===== src/rtl/gol_gen_scheduler_if.sv =====
`default_nettype none
// ============================================================================
// Module   : gol_gen_scheduler_if
// Brief    : Control, display, engine and board-memory port bundle for the
//            Game of Life generation scheduler.
// Revision : 1.0
// ============================================================================
interface gol_gen_scheduler_if #(
    parameter int ADDR_W = 11
);
    logic              run;
    logic              randomize_en;
    logic              frame_tick;
    logic              disp_req;
    logic [ADDR_W-1:0] disp_addr;
    logic              init_req,   upd_req,   cpy_req;
    logic [ADDR_W-1:0] init_addr,  upd_addr,  cpy_addr;
    logic              init_we,    upd_we,    cpy_we;
    logic              init_wdata, upd_wdata, cpy_wdata;
    logic              init_done,  upd_done,  cpy_done;
    logic              init_start, upd_start, cpy_start;
    logic              init_gnt,   upd_gnt,   cpy_gnt;
    logic [ADDR_W-1:0] mem_addr;
    logic              mem_we;
    logic              mem_wdata;
    logic              busy;
    logic [15:0]       gen_count;

    modport master (
        output run, randomize_en, frame_tick, disp_req, disp_addr,
               init_req, upd_req, cpy_req, init_addr, upd_addr, cpy_addr,
               init_we, upd_we, cpy_we, init_wdata, upd_wdata, cpy_wdata,
               init_done, upd_done, cpy_done,
        input  init_start, upd_start, cpy_start, init_gnt, upd_gnt, cpy_gnt,
               mem_addr, mem_we, mem_wdata, busy, gen_count
    );

    modport slave (
        input  run, randomize_en, frame_tick, disp_req, disp_addr,
               init_req, upd_req, cpy_req, init_addr, upd_addr, cpy_addr,
               init_we, upd_we, cpy_we, init_wdata, upd_wdata, cpy_wdata,
               init_done, upd_done, cpy_done,
        output init_start, upd_start, cpy_start, init_gnt, upd_gnt, cpy_gnt,
               mem_addr, mem_we, mem_wdata, busy, gen_count
    );
endinterface
`default_nettype wire


===== src/rtl/gol_gen_scheduler.sv =====
`default_nettype none
// ============================================================================
// Module   : gol_gen_scheduler
// Brief    : Steps init/update/copy engines per generation and arbitrates the
//            single board-memory port (display scanout has priority).
// Revision : 1.0
// ============================================================================
module gol_gen_scheduler #(
    parameter int ADDR_W          = 11,
    parameter int TIMER_W         = 22,
    parameter int UPDATE_INTERVAL = 2400000
) (
    input  wire logic          clk,
    input  wire logic          reset,
    gol_gen_scheduler_if.slave bus
);

    localparam logic [TIMER_W-1:0] INTERVAL = TIMER_W'(UPDATE_INTERVAL);

    typedef enum logic [2:0] {
        ST_BOOT   = 3'd0,
        ST_INIT   = 3'd1,
        ST_UPDATE = 3'd2,
        ST_COPY   = 3'd3,
        ST_IDLE   = 3'd4
    } state_t;

    state_t             state;
    state_t             state_next;
    logic [TIMER_W-1:0] timer;
    logic               trigger;
    logic               init_start_next;
    logic               upd_start_next;
    logic               cpy_start_next;
    logic               active_req;
    logic [ADDR_W-1:0]  active_addr;
    logic               active_we;
    logic               active_wdata;
    logic               active_gnt;

    // Registered timer is compared, so a tick on the edge it saturates misses.
    assign trigger = (state == ST_IDLE) && bus.run && (timer == INTERVAL) && bus.frame_tick;

    always_ff @(posedge clk or posedge reset) begin
        if (reset) begin
            state          <= ST_BOOT;
            timer          <= '0;
            bus.gen_count  <= 16'd0;
            bus.init_start <= 1'b0;
            bus.upd_start  <= 1'b0;
            bus.cpy_start  <= 1'b0;
        end else begin
            state          <= state_next;
            bus.init_start <= init_start_next;
            bus.upd_start  <= upd_start_next;
            bus.cpy_start  <= cpy_start_next;
            if (state == ST_IDLE) begin
                if (trigger)
                    timer <= '0;
                else if (bus.run && (timer < INTERVAL))
                    timer <= timer + TIMER_W'(1);
            end
            if ((state == ST_COPY) && bus.cpy_done)
                bus.gen_count <= bus.gen_count + 16'd1;
        end
    end

    always_comb begin
        state_next      = state;
        init_start_next = 1'b0;
        upd_start_next  = 1'b0;
        cpy_start_next  = 1'b0;
        case (state)
            ST_BOOT: begin
                state_next      = ST_INIT;
                init_start_next = 1'b1;
            end
            ST_INIT: begin
                if (bus.init_done)
                    state_next = ST_IDLE;
            end
            ST_IDLE: begin
                if (trigger) begin
                    if (bus.randomize_en) begin
                        state_next      = ST_INIT;
                        init_start_next = 1'b1;
                    end else begin
                        state_next     = ST_UPDATE;
                        upd_start_next = 1'b1;
                    end
                end
            end
            ST_UPDATE: begin
                if (bus.upd_done) begin
                    state_next     = ST_COPY;
                    cpy_start_next = 1'b1;
                end
            end
            ST_COPY: begin
                if (bus.cpy_done)
                    state_next = ST_IDLE;
            end
            default: state_next = ST_BOOT;
        endcase
    end

    always_comb begin
        active_req   = 1'b0;
        active_addr  = '0;
        active_we    = 1'b0;
        active_wdata = 1'b0;
        case (state)
            ST_INIT: begin
                active_req   = bus.init_req;
                active_addr  = bus.init_addr;
                active_we    = bus.init_we;
                active_wdata = bus.init_wdata;
            end
            ST_UPDATE: begin
                active_req   = bus.upd_req;
                active_addr  = bus.upd_addr;
                active_we    = bus.upd_we;
                active_wdata = bus.upd_wdata;
            end
            ST_COPY: begin
                active_req   = bus.cpy_req;
                active_addr  = bus.cpy_addr;
                active_we    = bus.cpy_we;
                active_wdata = bus.cpy_wdata;
            end
            default: ;
        endcase
    end

    assign active_gnt    = active_req & ~bus.disp_req;
    assign bus.init_gnt  = (state == ST_INIT)   & active_gnt;
    assign bus.upd_gnt   = (state == ST_UPDATE) & active_gnt;
    assign bus.cpy_gnt   = (state == ST_COPY)   & active_gnt;
    assign bus.mem_addr  = bus.disp_req ? bus.disp_addr : active_addr;
    assign bus.mem_we    = active_gnt & active_we;
    assign bus.mem_wdata = active_gnt & active_wdata;
    assign bus.busy      = (state != ST_IDLE);

endmodule
`default_nettype wire


===== src/flat_wrapper.sv =====
// flat-port wrapper written by rule: the top's interface ports become plain ports
module gol_gen_scheduler_flat 
#(
    parameter int ADDR_W          = 11,
    parameter int TIMER_W         = 22,
    parameter int UPDATE_INTERVAL = 2400000
)
  (clk, reset, bus_run, bus_randomize_en, bus_frame_tick, bus_disp_req, bus_disp_addr, bus_init_req, bus_upd_req, bus_cpy_req, bus_init_addr, bus_upd_addr, bus_cpy_addr, bus_init_we, bus_upd_we, bus_cpy_we, bus_init_wdata, bus_upd_wdata, bus_cpy_wdata, bus_init_done, bus_upd_done, bus_cpy_done, bus_init_start, bus_upd_start, bus_cpy_start, bus_init_gnt, bus_upd_gnt, bus_cpy_gnt, bus_mem_addr, bus_mem_we, bus_mem_wdata, bus_busy, bus_gen_count);
  gol_gen_scheduler_if #(.ADDR_W(ADDR_W)) bus_i ();
  input  wire logic clk;
  input  wire logic reset;
  input wire logic [$bits(bus_i.run)-1:0] bus_run;
  input wire logic [$bits(bus_i.randomize_en)-1:0] bus_randomize_en;
  input wire logic [$bits(bus_i.frame_tick)-1:0] bus_frame_tick;
  input wire logic [$bits(bus_i.disp_req)-1:0] bus_disp_req;
  input wire logic [$bits(bus_i.disp_addr)-1:0] bus_disp_addr;
  input wire logic [$bits(bus_i.init_req)-1:0] bus_init_req;
  input wire logic [$bits(bus_i.upd_req)-1:0] bus_upd_req;
  input wire logic [$bits(bus_i.cpy_req)-1:0] bus_cpy_req;
  input wire logic [$bits(bus_i.init_addr)-1:0] bus_init_addr;
  input wire logic [$bits(bus_i.upd_addr)-1:0] bus_upd_addr;
  input wire logic [$bits(bus_i.cpy_addr)-1:0] bus_cpy_addr;
  input wire logic [$bits(bus_i.init_we)-1:0] bus_init_we;
  input wire logic [$bits(bus_i.upd_we)-1:0] bus_upd_we;
  input wire logic [$bits(bus_i.cpy_we)-1:0] bus_cpy_we;
  input wire logic [$bits(bus_i.init_wdata)-1:0] bus_init_wdata;
  input wire logic [$bits(bus_i.upd_wdata)-1:0] bus_upd_wdata;
  input wire logic [$bits(bus_i.cpy_wdata)-1:0] bus_cpy_wdata;
  input wire logic [$bits(bus_i.init_done)-1:0] bus_init_done;
  input wire logic [$bits(bus_i.upd_done)-1:0] bus_upd_done;
  input wire logic [$bits(bus_i.cpy_done)-1:0] bus_cpy_done;
  output wire logic [$bits(bus_i.init_start)-1:0] bus_init_start;
  output wire logic [$bits(bus_i.upd_start)-1:0] bus_upd_start;
  output wire logic [$bits(bus_i.cpy_start)-1:0] bus_cpy_start;
  output wire logic [$bits(bus_i.init_gnt)-1:0] bus_init_gnt;
  output wire logic [$bits(bus_i.upd_gnt)-1:0] bus_upd_gnt;
  output wire logic [$bits(bus_i.cpy_gnt)-1:0] bus_cpy_gnt;
  output wire logic [$bits(bus_i.mem_addr)-1:0] bus_mem_addr;
  output wire logic [$bits(bus_i.mem_we)-1:0] bus_mem_we;
  output wire logic [$bits(bus_i.mem_wdata)-1:0] bus_mem_wdata;
  output wire logic [$bits(bus_i.busy)-1:0] bus_busy;
  output wire logic [$bits(bus_i.gen_count)-1:0] bus_gen_count;
  assign bus_i.run = bus_run;
  assign bus_i.randomize_en = bus_randomize_en;
  assign bus_i.frame_tick = bus_frame_tick;
  assign bus_i.disp_req = bus_disp_req;
  assign bus_i.disp_addr = bus_disp_addr;
  assign bus_i.init_req = bus_init_req;
  assign bus_i.upd_req = bus_upd_req;
  assign bus_i.cpy_req = bus_cpy_req;
  assign bus_i.init_addr = bus_init_addr;
  assign bus_i.upd_addr = bus_upd_addr;
  assign bus_i.cpy_addr = bus_cpy_addr;
  assign bus_i.init_we = bus_init_we;
  assign bus_i.upd_we = bus_upd_we;
  assign bus_i.cpy_we = bus_cpy_we;
  assign bus_i.init_wdata = bus_init_wdata;
  assign bus_i.upd_wdata = bus_upd_wdata;
  assign bus_i.cpy_wdata = bus_cpy_wdata;
  assign bus_i.init_done = bus_init_done;
  assign bus_i.upd_done = bus_upd_done;
  assign bus_i.cpy_done = bus_cpy_done;
  assign bus_init_start = bus_i.init_start;
  assign bus_upd_start = bus_i.upd_start;
  assign bus_cpy_start = bus_i.cpy_start;
  assign bus_init_gnt = bus_i.init_gnt;
  assign bus_upd_gnt = bus_i.upd_gnt;
  assign bus_cpy_gnt = bus_i.cpy_gnt;
  assign bus_mem_addr = bus_i.mem_addr;
  assign bus_mem_we = bus_i.mem_we;
  assign bus_mem_wdata = bus_i.mem_wdata;
  assign bus_busy = bus_i.busy;
  assign bus_gen_count = bus_i.gen_count;
  gol_gen_scheduler #(.ADDR_W(ADDR_W), .TIMER_W(TIMER_W), .UPDATE_INTERVAL(UPDATE_INTERVAL)) u_core (.clk(clk), .reset(reset), .bus(bus_i));
endmodule

===== config.mk =====
export PLATFORM = sky130hd
export DESIGN_NAME = gol_gen_scheduler_flat
export DESIGN_NICKNAME = d
export VERILOG_FILES = /design/src/rtl/gol_gen_scheduler_if.sv /design/src/rtl/gol_gen_scheduler.sv /design/src/flat_wrapper.sv
export SDC_FILE = /design/constraint.sdc
export NUM_CORES = 1
export LEC_CHECK = 0
export ABC_CLOCK_PERIOD_IN_PS = 2800
export BUFFER_PORTS_ARGS = -buffer_cell sky130_fd_sc_hd__clkbuf_2
export CELL_PAD_IN_SITES_DETAIL_PLACEMENT = 1
export CELL_PAD_IN_SITES_GLOBAL_PLACEMENT = 1
export CORE_UTILIZATION = 37
export CTS_CLUSTER_SIZE = 12
export DETAILED_ROUTE_END_ITERATION = 6
export GPL_TIMING_DRIVEN = 0
export PLACE_DENSITY_LB_ADDON = 0.1
export SLEW_MARGIN = 20
export SYNTH_ARGS = -nofsm -noshare
export SYNTH_HDL_FRONTEND = slang
export SYNTH_SLANG_ARGS = --single-unit

===== constraint.sdc =====
create_clock -name clk -period 2.8 [get_ports clk]
set_input_delay 0 -clock clk [delete_from_list [all_inputs] [get_ports clk]]
set_output_delay 0 -clock clk [all_outputs]
set_load 0.02 [all_outputs]

==> summary.txt, run 1 <==
Place
  • DP HPWL: just over 6 mm
  • DP Cell Count: about 480
  • Port-buffer cells: 97
  • RD Place Congestion: 0.755
  • Post-DP Area: roughly 3300 µm²

Setup path
  • WP buf/inv: 2
  • Max incr delay on CP: ~420 ps
  • Stages on the worst setup path: 7
  • Max FO, Critical Path: 10
  • R2r setup slk: ~390 ps
  • Worst path slowest cell: or3_4
  • Type of origin of the critical path: register
  • Worst r2r dst: u_core.timer[7]
  • Crit path DAT: approximately 2600 ps
  • Chain of cells forming the critical path: buf_2, or3_4, a221o_1, a211oi_4, buf_4, nand2_1, mux2_4
  • R2R depth: 7
  • Data required, critical path: 2990 ps
  • CP endpoint kind: register
  • Reg-to-Reg Start: u_core.timer[13]
  • Crit-path leading delay family: compound AO/OA/AOI/OAI gates
  • Crit Path Class: register to register

Clock network
  • Postcts setup bufs: 0
  • CTS Buffer Depth: 2
  • CTS tree: yes
  • Num CTS Buffers: 5
  • Clock root buffer: clkbuf_8
  • Clock sink count: 44
  • Clock Latency Late Sink: 300 ps
  • H-Tree Depth: 2
  • CTS clk-pin slew, worst paths: around 90 ps

Final layout
  • Share of cells above drive strength 1: 35.5%
  • Final non-filler cell area: approximately 3500 µm²
  • Final core utilization: between 50 and 60%
  • Number of nets in the layout: around 460
  • Layout fillers: approximately 880
  • Area Growth Syn to Fin: 28.4%
  • Non-filler cells, final: between 400 and 500
  • Antenna Cells: 0

Pwr
  • Pwr Total: 1.74 mW
  • P_sw: between 0.6 and 0.7 mW
  • Clock share of power: ~24%
  • Net Sw Frac: roughly 36%
  • Combinational share of power: roughly 32%
  • VDD IR max: approximately 210 µV
  • Reg power frac: approximately 44%
  • Power per standard cell area: about 500 nW/µm²
  • P_int: between 1 and 1.5 mW
  • Static leakage power: 1.71 nW

Timing
  • Final worst path period need: 2410 ps
  • Setup_tns: 0 ps
  • Clock skew: around 15 ps
  • Final hold vios: 0
  • Final worst-path cycle share: between 80 and 90%
  • Slew Limit Headroom: roughly three fifths
  • Count of final setup violators: 0
  • RSZ-0062 raised after global routing: no
  • Fin. max-slew vios: 0
  • Worst Tran Pin Value: around 600 ps
  • Fmax achieved: slightly above 400 MHz

Routing
  • Via count: 2607
  • Antenna-violating nets left: 0
  • Remaining DRCs: 0
  • Number of vias per cell: 5.34
  • Routed wire length: roughly 8 mm
  • WL per Instance: between 15 and 20 µm
  • Drt first-iter violations: 96
  • Drt pass-1 iters: 4

Logic synthesis
  • Mapped Cells: approximately 280
  • Top FF cell, synth: dfrtp_1
  • Post-synth EDFFs: 0
  • Area contributors post-synth: dfrtp_1 41%, mux2_2 7.1%, nand2_1 4.9%, xnor2_1 4.5%, a22oi_1 3.9%
  • Commonest cells in the synthesized netlist: 44 x dfrtp_1, 35 x nand2_1, 17 x mux2_2
  • Top-area cell type share of the netlist area: between 40% and 50%
  • Async S/R FF share, synth: between 90% and 100%
  • Most numerous cell in the Yosys netlist: dfrtp_1
  • Post-Syn Nets: between 300 and 400
  • Register area share after synthesis: between 40 and 50%
  • Unique masters post-synth: between 40 and 50
  • Synthesized area: around 2700 µm²
  • Area leader, netlist: dfrtp_1
  • Post-Synthesis Mean Instance Area: around 9.5 µm²
  • Yosys warning total: 0
  • Yosys reg bits: between 40 and 50

Floorplan
  • Core area: 6910 µm²
  • FP Rows: 30
  • Initial Util: 39.1%
  • Die area: 7640 µm²
  • I/O pins: between 90 and 100
  • DIE HEIGHT: slightly below 90 µm
  • Die X: between 80 and 90 µm

Global routing
  • GR Overflow Total: 0
  • Antenna violations before repair: 0
  • Largest net degree at the start of global routing: 25
  • Vias in the first global route: roughly 2.7k
  • Total GRT Usage: between 20% and 30%
  • First-pass GRT wire length: roughly 13 mm

Outcome
  • Outcome: finished clean

Min path
  • Worst Hold Class: input port to register
  • WHS Path Cells: 3
  • Beginning of the worst hold path: bus_init_done
  • Hold Path Sink: u_core.state[0]

Job
  • Max Cap Viol: 0
==> worst max-delay path by stage <==
stage	startpoint	end
finish	u_core.timer[13]	u_core.timer[7]
global route	u_core.state[0]	u_core.timer[4]
CTS	u_core.timer[8]	u_core.timer[4]
detailed placement	u_core.state[0]	u_core.timer[4]
global placement	u_core.state[0]	u_core.timer[4]
floorplan	u_core.timer[13]	u_core.timer[7]
==> what timing repair did <==
| action | in CTS | in global routing |
|---|---|---|
| hold buffers | 3 | 0 |
| endpoints found under the hold margin | 22 | 0 |
| gates resized for setup | 0 | 2 |
| endpoints found under the setup margin | 0 | 7 |
==> state kept, by name, summed over array words and instances, names as in the netlist <==
name,cells
u_core.bus.gen_count,16
u_core.bus.init_start,1
u_core.timer,22
u_core.bus.cpy_start,1
u_core.bus.upd_start,1
u_core.state,3
==> layout by cell type, fill, tap and decap left out, types with 7 or more instances in the layout <==
cell	instances
clkbuf_2	98
dfrtp_1	44
nand2_1	35
mux2_2	17
o21ai_0	15
xnor2_1	14
nor2_1	14
a22oi_1	14
nand4_1	9
and3_1	9
clkbuf_1	8
and4_1	8
nand3_1	7
xor2_1	7
nor3_1	7
==> layout make-up <==
type	count	area, µm²	share of cell area [%]
Clock buffer	7	86.3	2.49
Timing Repair Buffer	101	543	15.7
Buffer	14	62.6	1.81
Inverter	7	26.3	0.758
Clock inverter	1	7.51	0.217
Sequential cell	44	1100	31.8
Multi-Input combinational cell	218	1520	43.8
Tap cell	96	120	3.47
==> tightest hold or removal path, delay by kind of cell <==
kind                   cells  cell delay, ps
buffers and inverters      1              70
AO/OA/AOI/OAI              1              70
multiplexers               1             150
==> cells by family (layout without fill, tap and decap cells) <==
| kind of cell | after synthesis | count (layout) | share of synthesized area [%] |
|---|---|---|---|
| buffers and inverters | 21 | 130 | 3.25 |
| muxes | 20 | 20 | 8.39 |
| DFF | 44 | 44 | 40.8 |
| xor gates and xnor gates | 21 | 21 | 6.82 |
| and+or+nand+nor | 118 | 118 | 24.4 |
| AOI/OAI and AO/OA | 56 | 56 | 15.0 |
| adders and majority gates | 3 | 3 | 1.39 |
==> metrics by stage <==
step | setup slack [ps] | hold slack [ps]
5_1_grt | 183 | 43.7
4_1_cts | 115 | 33.8
2_1_floorplan | 622 | 72.6
3_3_place_gp | 179 | 220
6_report | 392 | 40.0
3_5_place_dp | 105 | 62.6
==> power groups by stage <==
stage | clock network, mW | logic (mW) | registers [mW]
floorplan | 0 | 0.359 | 0.772
detailed placement | 0 | 0.566 | 0.771
global route | 0.466 | 0.628 | 0.773
finish | 0.421 | 0.563 | 0.759
CTS | 0.439 | 0.571 | 0.760
global placement | 0 | 0.552 | 0.768
==> routing by layer <==
| metal | GRT usage (%) | share of wire (%) |
|---|---|---|
| met2 | 37.7 | 52 |
| met4 | 3.87 | 0.59 |
| met5 | 0 | 0 |
| met1 | 26.8 | 44 |
| met3 | 3.89 | 3.4 |
No activity file was read; power rests on OpenSTA's default activity.
==> run 2: changes to the inputs <==
Settings changed: REMOVE_ABC_BUFFERS set to 1.
==> run 2 against run 1 <==
First-iteration DRC count decreased by 5.2%. Combinational power fell by 16%. Critical path type is now register to primary output. Sequential share of layout area increased by 0.42 points. Non-clock buffer count fell by 14. Register-to-register slack got worse by 250 ps. Design area is 1.2% lower. Clock power is 2% higher. Final cell count down 2.7%. Sequential power is 9.4% higher.
==> summary.txt, run 2 (synthesis results as in run 1) <==
Outcome
  • Outcome: finished clean

Place
  • RD Place Congestion: ~0.74
  • Post-DP Area: ~3300 µm²
  • Port-buffer cells: between 90 and 100
  • DP Cell Count: 463
  • DP HPWL: between 5 and 6 mm

Floorplan
  • I/O pins: slightly below 100
  • Die X: slightly below 90 µm
  • FP Rows: 30
  • DIE HEIGHT: between 80 and 90 µm
  • Core area: 6910 µm²
  • Initial Util: a little under 40%
  • Die area: approximately 7600 µm²

Timing
  • RSZ-0062 raised after global routing: no
  • Clock skew: just under 6 ps
  • Final hold vios: 0
  • Fin. max-slew vios: 0
  • Worst Tran Pin Value: between 900 and 1000 ps
  • Fmax achieved: between 300 and 400 MHz
  • Slew Limit Headroom: 37.5%
  • Final worst-path cycle share: between 90% and 100%
  • Final worst path period need: roughly 2700 ps
  • Hold slack: around 38 ps
  • Count of final setup violators: 0

Setup path
  • Data required, critical path: 2800 ps
  • Crit path DAT: between 2000 and 3000 ps
  • Max FO, Critical Path: 26
  • CP endpoint kind: primary output
  • R2r setup slk: around 150 ps
  • Crit Path Class: register to primary output
  • Type of origin of the critical path: register

Final layout
  • Layout fillers: 876
  • Top reg by flops: u_core.timer
  • Antenna Cells: 0
  • Largest regs: u_core.timer (22), u_core.bus.gen_count (16), u_core.state (3)
  • Non-filler cells, final: between 400 and 500
  • Max reg flops: 22
  • Commonest non-fill, non-tap cell in the layout: clkbuf_2
  • Final non-filler cell area: approximately 3400 µm²
  • Number of nets in the layout: around 440
  • Area Growth Syn to Fin: 26.9%
  • Most frequent cells in the layout: 97 x clkbuf_2, 43 x dfrtp_1, 35 x nand2_1
  • Share of cells above drive strength 1: between 30% and 40%

Routing
  • Antenna-violating nets left: 0
  • Number of vias per cell: 5.41
  • Drt pass-1 iters: 4
  • Drt first-iter violations: 91
  • Via count: between 2k and 3k
  • Routed wire length: about 7.7 mm
  • WL per Instance: 16.2 µm
  • Remaining DRCs: 0

Clock network
  • CTS clk-pin slew, worst paths: 80 ps
  • Num CTS Buffers: 5
  • CTS Buffer Depth: 2
  • H-Tree Depth: 2
  • Clock root buffer: clkbuf_8
  • CTS tree: yes
  • Postcts setup bufs: 0
  • Clock sink count: 44
  • Clock Latency Late Sink: 300 ps

Job
  • Max Cap Viol: 0

Global routing
  • First-pass GRT wire length: 12.5 mm
  • Vias in the first global route: approximately 2.6k
  • Largest net degree at the start of global routing: 27
  • Total GRT Usage: 20.9%
  • Antenna violations before repair: 0
  • GR Overflow Total: 0

Pwr
  • VDD IR max: between 150 and 200 µV
  • Power per standard cell area: 506 nW/µm²
  • Static leakage power: approximately 1.7 nW

Min path
  • Worst Hold Class: input port to register
## run 2: layout make-up
| cell class | instances | area (µm²) | area share, % |
|---|---|---|---|
| multi-input cells | 219 | 1540 | 45.0 |
| flip-flops and latches | 44 | 1100 | 32.2 |
| repair buffers | 101 | 543 | 15.9 |
| well taps | 96 | 120 | 3.51 |
| clock buffers | 6 | 82.6 | 2.41 |
| inverters | 7 | 26.3 | 0.768 |
| clock inverters | 2 | 10.0 | 0.292 |
## run 2: power by group
group	switching, mW	internal [mW]	leakage [nW]
clock network	0.230	0.198	0.0510
registers	0.132	0.698	0.599
logic	0.269	0.206	1.03
## run 2: path summary, 6_finish.rpt
check | endpoint | from | cells past startpoint
max | bus_upd_gnt | u_core.state[0] | 5
min | u_core.state[0] | bus_init_done | 3
max reg2reg | u_core.timer[4] | u_core.state[0] | 5
min reg2reg | u_core.bus.gen_count[15] | u_core.bus.gen_count[15] | 1
max in group asynchronous | u_core.state[1] | reset | 4
min in group asynchronous | u_core.timer[2] | reset | 3
## run 2: repair_timing
action,4_1_cts,5_1_grt
pin swaps,1,0
endpoints found under the setup margin,29,11
hold endpoints to repair,22,0
gates resized for setup,3,1
hold buffers,3,0
cloned,1,0
## run 2: critical path, cell delays in order, from the launching register on
cell and delay, ps:
dfrtp_1 960, nor2_1 90, or3_1 510, or2_2 410, nor3_1 170, clkbuf_2 210
## run 2: metrics by stage
step / utilization [%] / setup TNS [ps] / setup WS [ps] / power (mW)
after detailed placement: 47.3 / -1970 / -301 / 1.30
after CTS: 49.5 / 0 / 48.4 / 1.75
after global placement: 46.9 / -1620 / -265 / 1.28
after global routing: 49.6 / 0 / 3.39 / 1.83
final: 49.6 / 0 / 146 / 1.73
after floorplan: - / 0 / 373 / 1.10
## run 2: routing by layer
layer	vias to the layer above	wire, µm	GRT usage [%]
met5	-	0	0
met3	4	335	4.17
met2	69	3830	35.2
li1	1239	-	-
met1	1256	3460	27.4
met4	0	66	5.37
==> run 3: changes to the inputs <==
Settings changed: PLACE_DENSITY set to 0.82, PLACE_DENSITY_LB_ADDON 0.1 to not set.
==> run 3 against run 2 <==
Setup slack gained 18 ps. Clock power grew 22%. Largest cell class unchanged. Critical path depth is the same. Register-to-register slack gained 20 ps. First-iteration DRC count grew 41%. Critical path type is now register to register. Highest routed layer unchanged. Design area grew 1.3%. Sequential power shrank 0.6%. Via count shrank 0.19%. Worst hold slack gained 13 ps. Sequential share of layout area shrank 0.42 points. Power grew 6.1%.
==> summary.txt, run 3 (synthesis results as in run 1) <==
Final layout
  • Share of cells above drive strength 1: 36.6%
  • Area Growth Syn to Fin: 28.6%
  • Storage cell area: between 1000 and 1500 µm²
  • Final non-filler cell area: about 3500 µm²
  • Largest regs: u_core.timer (22), u_core.bus.gen_count (16), u_core.state (3)
  • Antenna Cells: 0
  • Top reg by flops: u_core.timer
  • Most frequent cells in the layout: 97 x clkbuf_2, 43 x dfrtp_1, 35 x nand2_1
  • Number of nets in the layout: between 400 and 500
  • Max reg flops: 22
  • Commonest non-fill, non-tap cell in the layout: clkbuf_2
  • Layout fillers: approximately 850
  • Multi-input logic area: about 1500 µm²

Timing
  • Final WS setup: approximately 160 ps
  • Clock skew: roughly 6.6 ps
  • Fin. max-slew vios: 0
  • Final worst-path cycle share: a little over nine tenths
  • Final worst path period need: 2640 ps
  • Hold slack: a little over 50 ps
  • Setup_tns: 0 ps
  • Fmax achieved: between 300 and 400 MHz
  • Slew Limit Headroom: a little over two fifths
  • Worst Tran Pin Value: approximately 840 ps
  • Count of final setup violators: 0
  • Final hold vios: 0

Global routing
  • Antenna violations before repair: 0
  • GR Overflow Total: 0
  • First-pass GRT wire length: approximately 13 mm
  • Vias in the first global route: around 2.6k
  • Largest net degree at the start of global routing: 31
  • Total GRT Usage: between 20% and 30%

Setup path
  • CP endpoint kind: register
  • Reg-to-Reg Start: u_core.state[0]
  • Chain of cells forming the critical path: nor3b_2, inv_1, a211oi_4, nor2_2, a221o_1
  • Stages on the worst setup path: 5
  • Max FO, Critical Path: 26
  • Data required, critical path: between 2000 and 3000 ps
  • Crit-path leading delay family: compound AO/OA/AOI/OAI gates
  • Setup crit end: u_core.timer[4]
  • Worst r2r dst: u_core.timer[4]
  • R2r setup slk: between 150 and 200 ps
  • Crit path DAT: roughly 2800 ps
  • Worst path slowest cell: dfrtp_1
  • Critical Path Start: u_core.state[0]
  • Crit Path Class: register to register
  • Type of origin of the critical path: register
  • R2R depth: 5
  • Max incr delay on CP: slightly below 700 ps
  • WP buf/inv: 1

Routing
  • Number of vias per cell: roughly 5.4
  • Met2 Wirelength: a little over 4 mm
  • Via count: between 2k and 3k
  • Routed wire length: around 8 mm
  • Remaining DRCs: 0
  • WL met3: about 210 µm
  • DR top layer: met4
  • Drt first-iter violations: approximately 130
  • Antenna-violating nets left: 0
  • Drt pass-1 iters: 4
  • Routed met1 length: 3.42 mm
  • WL per Instance: around 16 µm

Floorplan
  • Initial Util: slightly below 40%
  • FP Rows: 30
  • DIE HEIGHT: 87.4 µm
  • Core area: 6910 µm²
  • Die X: ~90 µm
  • I/O pins: 98
  • Die area: roughly 7600 µm²

Clock network
  • Clock Latency Late Sink: roughly 300 ps
  • CTS Buffer Depth: 2
  • CTS tree: yes
  • Num CTS Buffers: 5
  • CTS clk-pin slew, worst paths: about 90 ps
  • Clock sink count: 44
  • Clock root buffer: clkbuf_8
  • H-Tree Depth: 2

Place
  • Port-buffer cells: 97
  • RD Place Congestion: 0.767
  • Pre-CTS WS: -249 ps
  • Post-DP Area: approximately 3300 µm²
  • DP HPWL: between 5 and 6 mm

Pwr
  • Clock share of power: 28.4%
  • Net Sw Frac: roughly 35%
  • Reg power frac: between 40% and 50%
  • P_sw: 0.637 mW
  • Combinational share of power: around a quarter
  • Power per standard cell area: around 530 nW/µm²
  • VDD IR max: approximately 180 µV
  • P_int: 1.20 mW
  • Static leakage power: approximately 1.7 nW

Min path
  • Worst Hold Class: input port to register

Job
  • Max Cap Viol: 0

Outcome
  • Outcome: finished clean
run 3: changes by cell type in the layout (fill, tap and decap cells not counted):
cell       previous run  this run
nor3b_4               1         0
a211oi_4              1         2
nor3b_2               0         1
buf_12                0         1
clkinv_2              2         0
buf_16                1         0
bufinv_16             0         1
a211oi_2              1         0
clkinv_4              0         1
buf_4                 0         3
run 3: routing by layer:
metal / track usage, % / vias to the layer above
met5: 0 / -
met4: 5.37 / 0
met3: 3.32 / 7
met2: 36.5 / 47
met1: 27.7 / 1271
li1: - / 1238
run 3: power by group through the flow:
stage,combinational (mW),sequential [mW],clock [mW]
2_1_floorplan,0.287,0.817,0
3_3_place_gp,0.444,0.831,0
3_5_place_dp,0.465,0.835,0
4_1_cts,0.477,0.824,0.528
5_1_grt,0.545,0.846,0.553
6_report,0.492,0.825,0.521
run 3: cell type report:
type / count / area share (%)
flip-flops and latches: 44 / 31.8
clock inverters: 2 / 1.12
inverters: 7 / 0.758
well taps: 96 / 3.46
multi-input cells: 219 / 44.4
clock buffers: 6 / 2.38
repair buffers: 104 / 16.1
run 3: worst min-delay path by stage:
stage,endpoint,slack (ps),from,cells after the start
6_report,u_core.state[0],50,bus_init_done,3
5_1_grt,u_core.state[0],60,bus_init_done,3
3_3_place_gp,u_core.bus.upd_start,190,bus_randomize_en,2
2_1_floorplan,u_core.bus.upd_start,70,bus_randomize_en,1
3_5_place_dp,u_core.timer[2],-20,reset,2
4_1_cts,u_core.state[0],50,bus_init_done,3
run 3: through the flow:
stage | total power [mW] | instances | util (%)
finish | 1.84 | 478 | 50.2
global route | 1.94 | 478 | 50.2
CTS | 1.83 | 475 | 49.8
detailed placement | 1.30 | 463 | 47.2
global placement | 1.27 | 462 | 46.9
floorplan | 1.10 | 269 | -
run 3: worst min-delay path, cell delays in order:
cell and delay (ps):
clkbuf_2 70, mux2_2 160, a211oi_1 80
run 3: what timing repair did:
item | CTS | global route
pin swaps | 1 | 1
hold buffers | 3 | 0
endpoints found under the setup margin | 19 | 11
endpoints found under the hold margin | 46 | 0
resized for setup | 3 | 1
cloned | 1 | 0
buffers inserted | 0 | 3
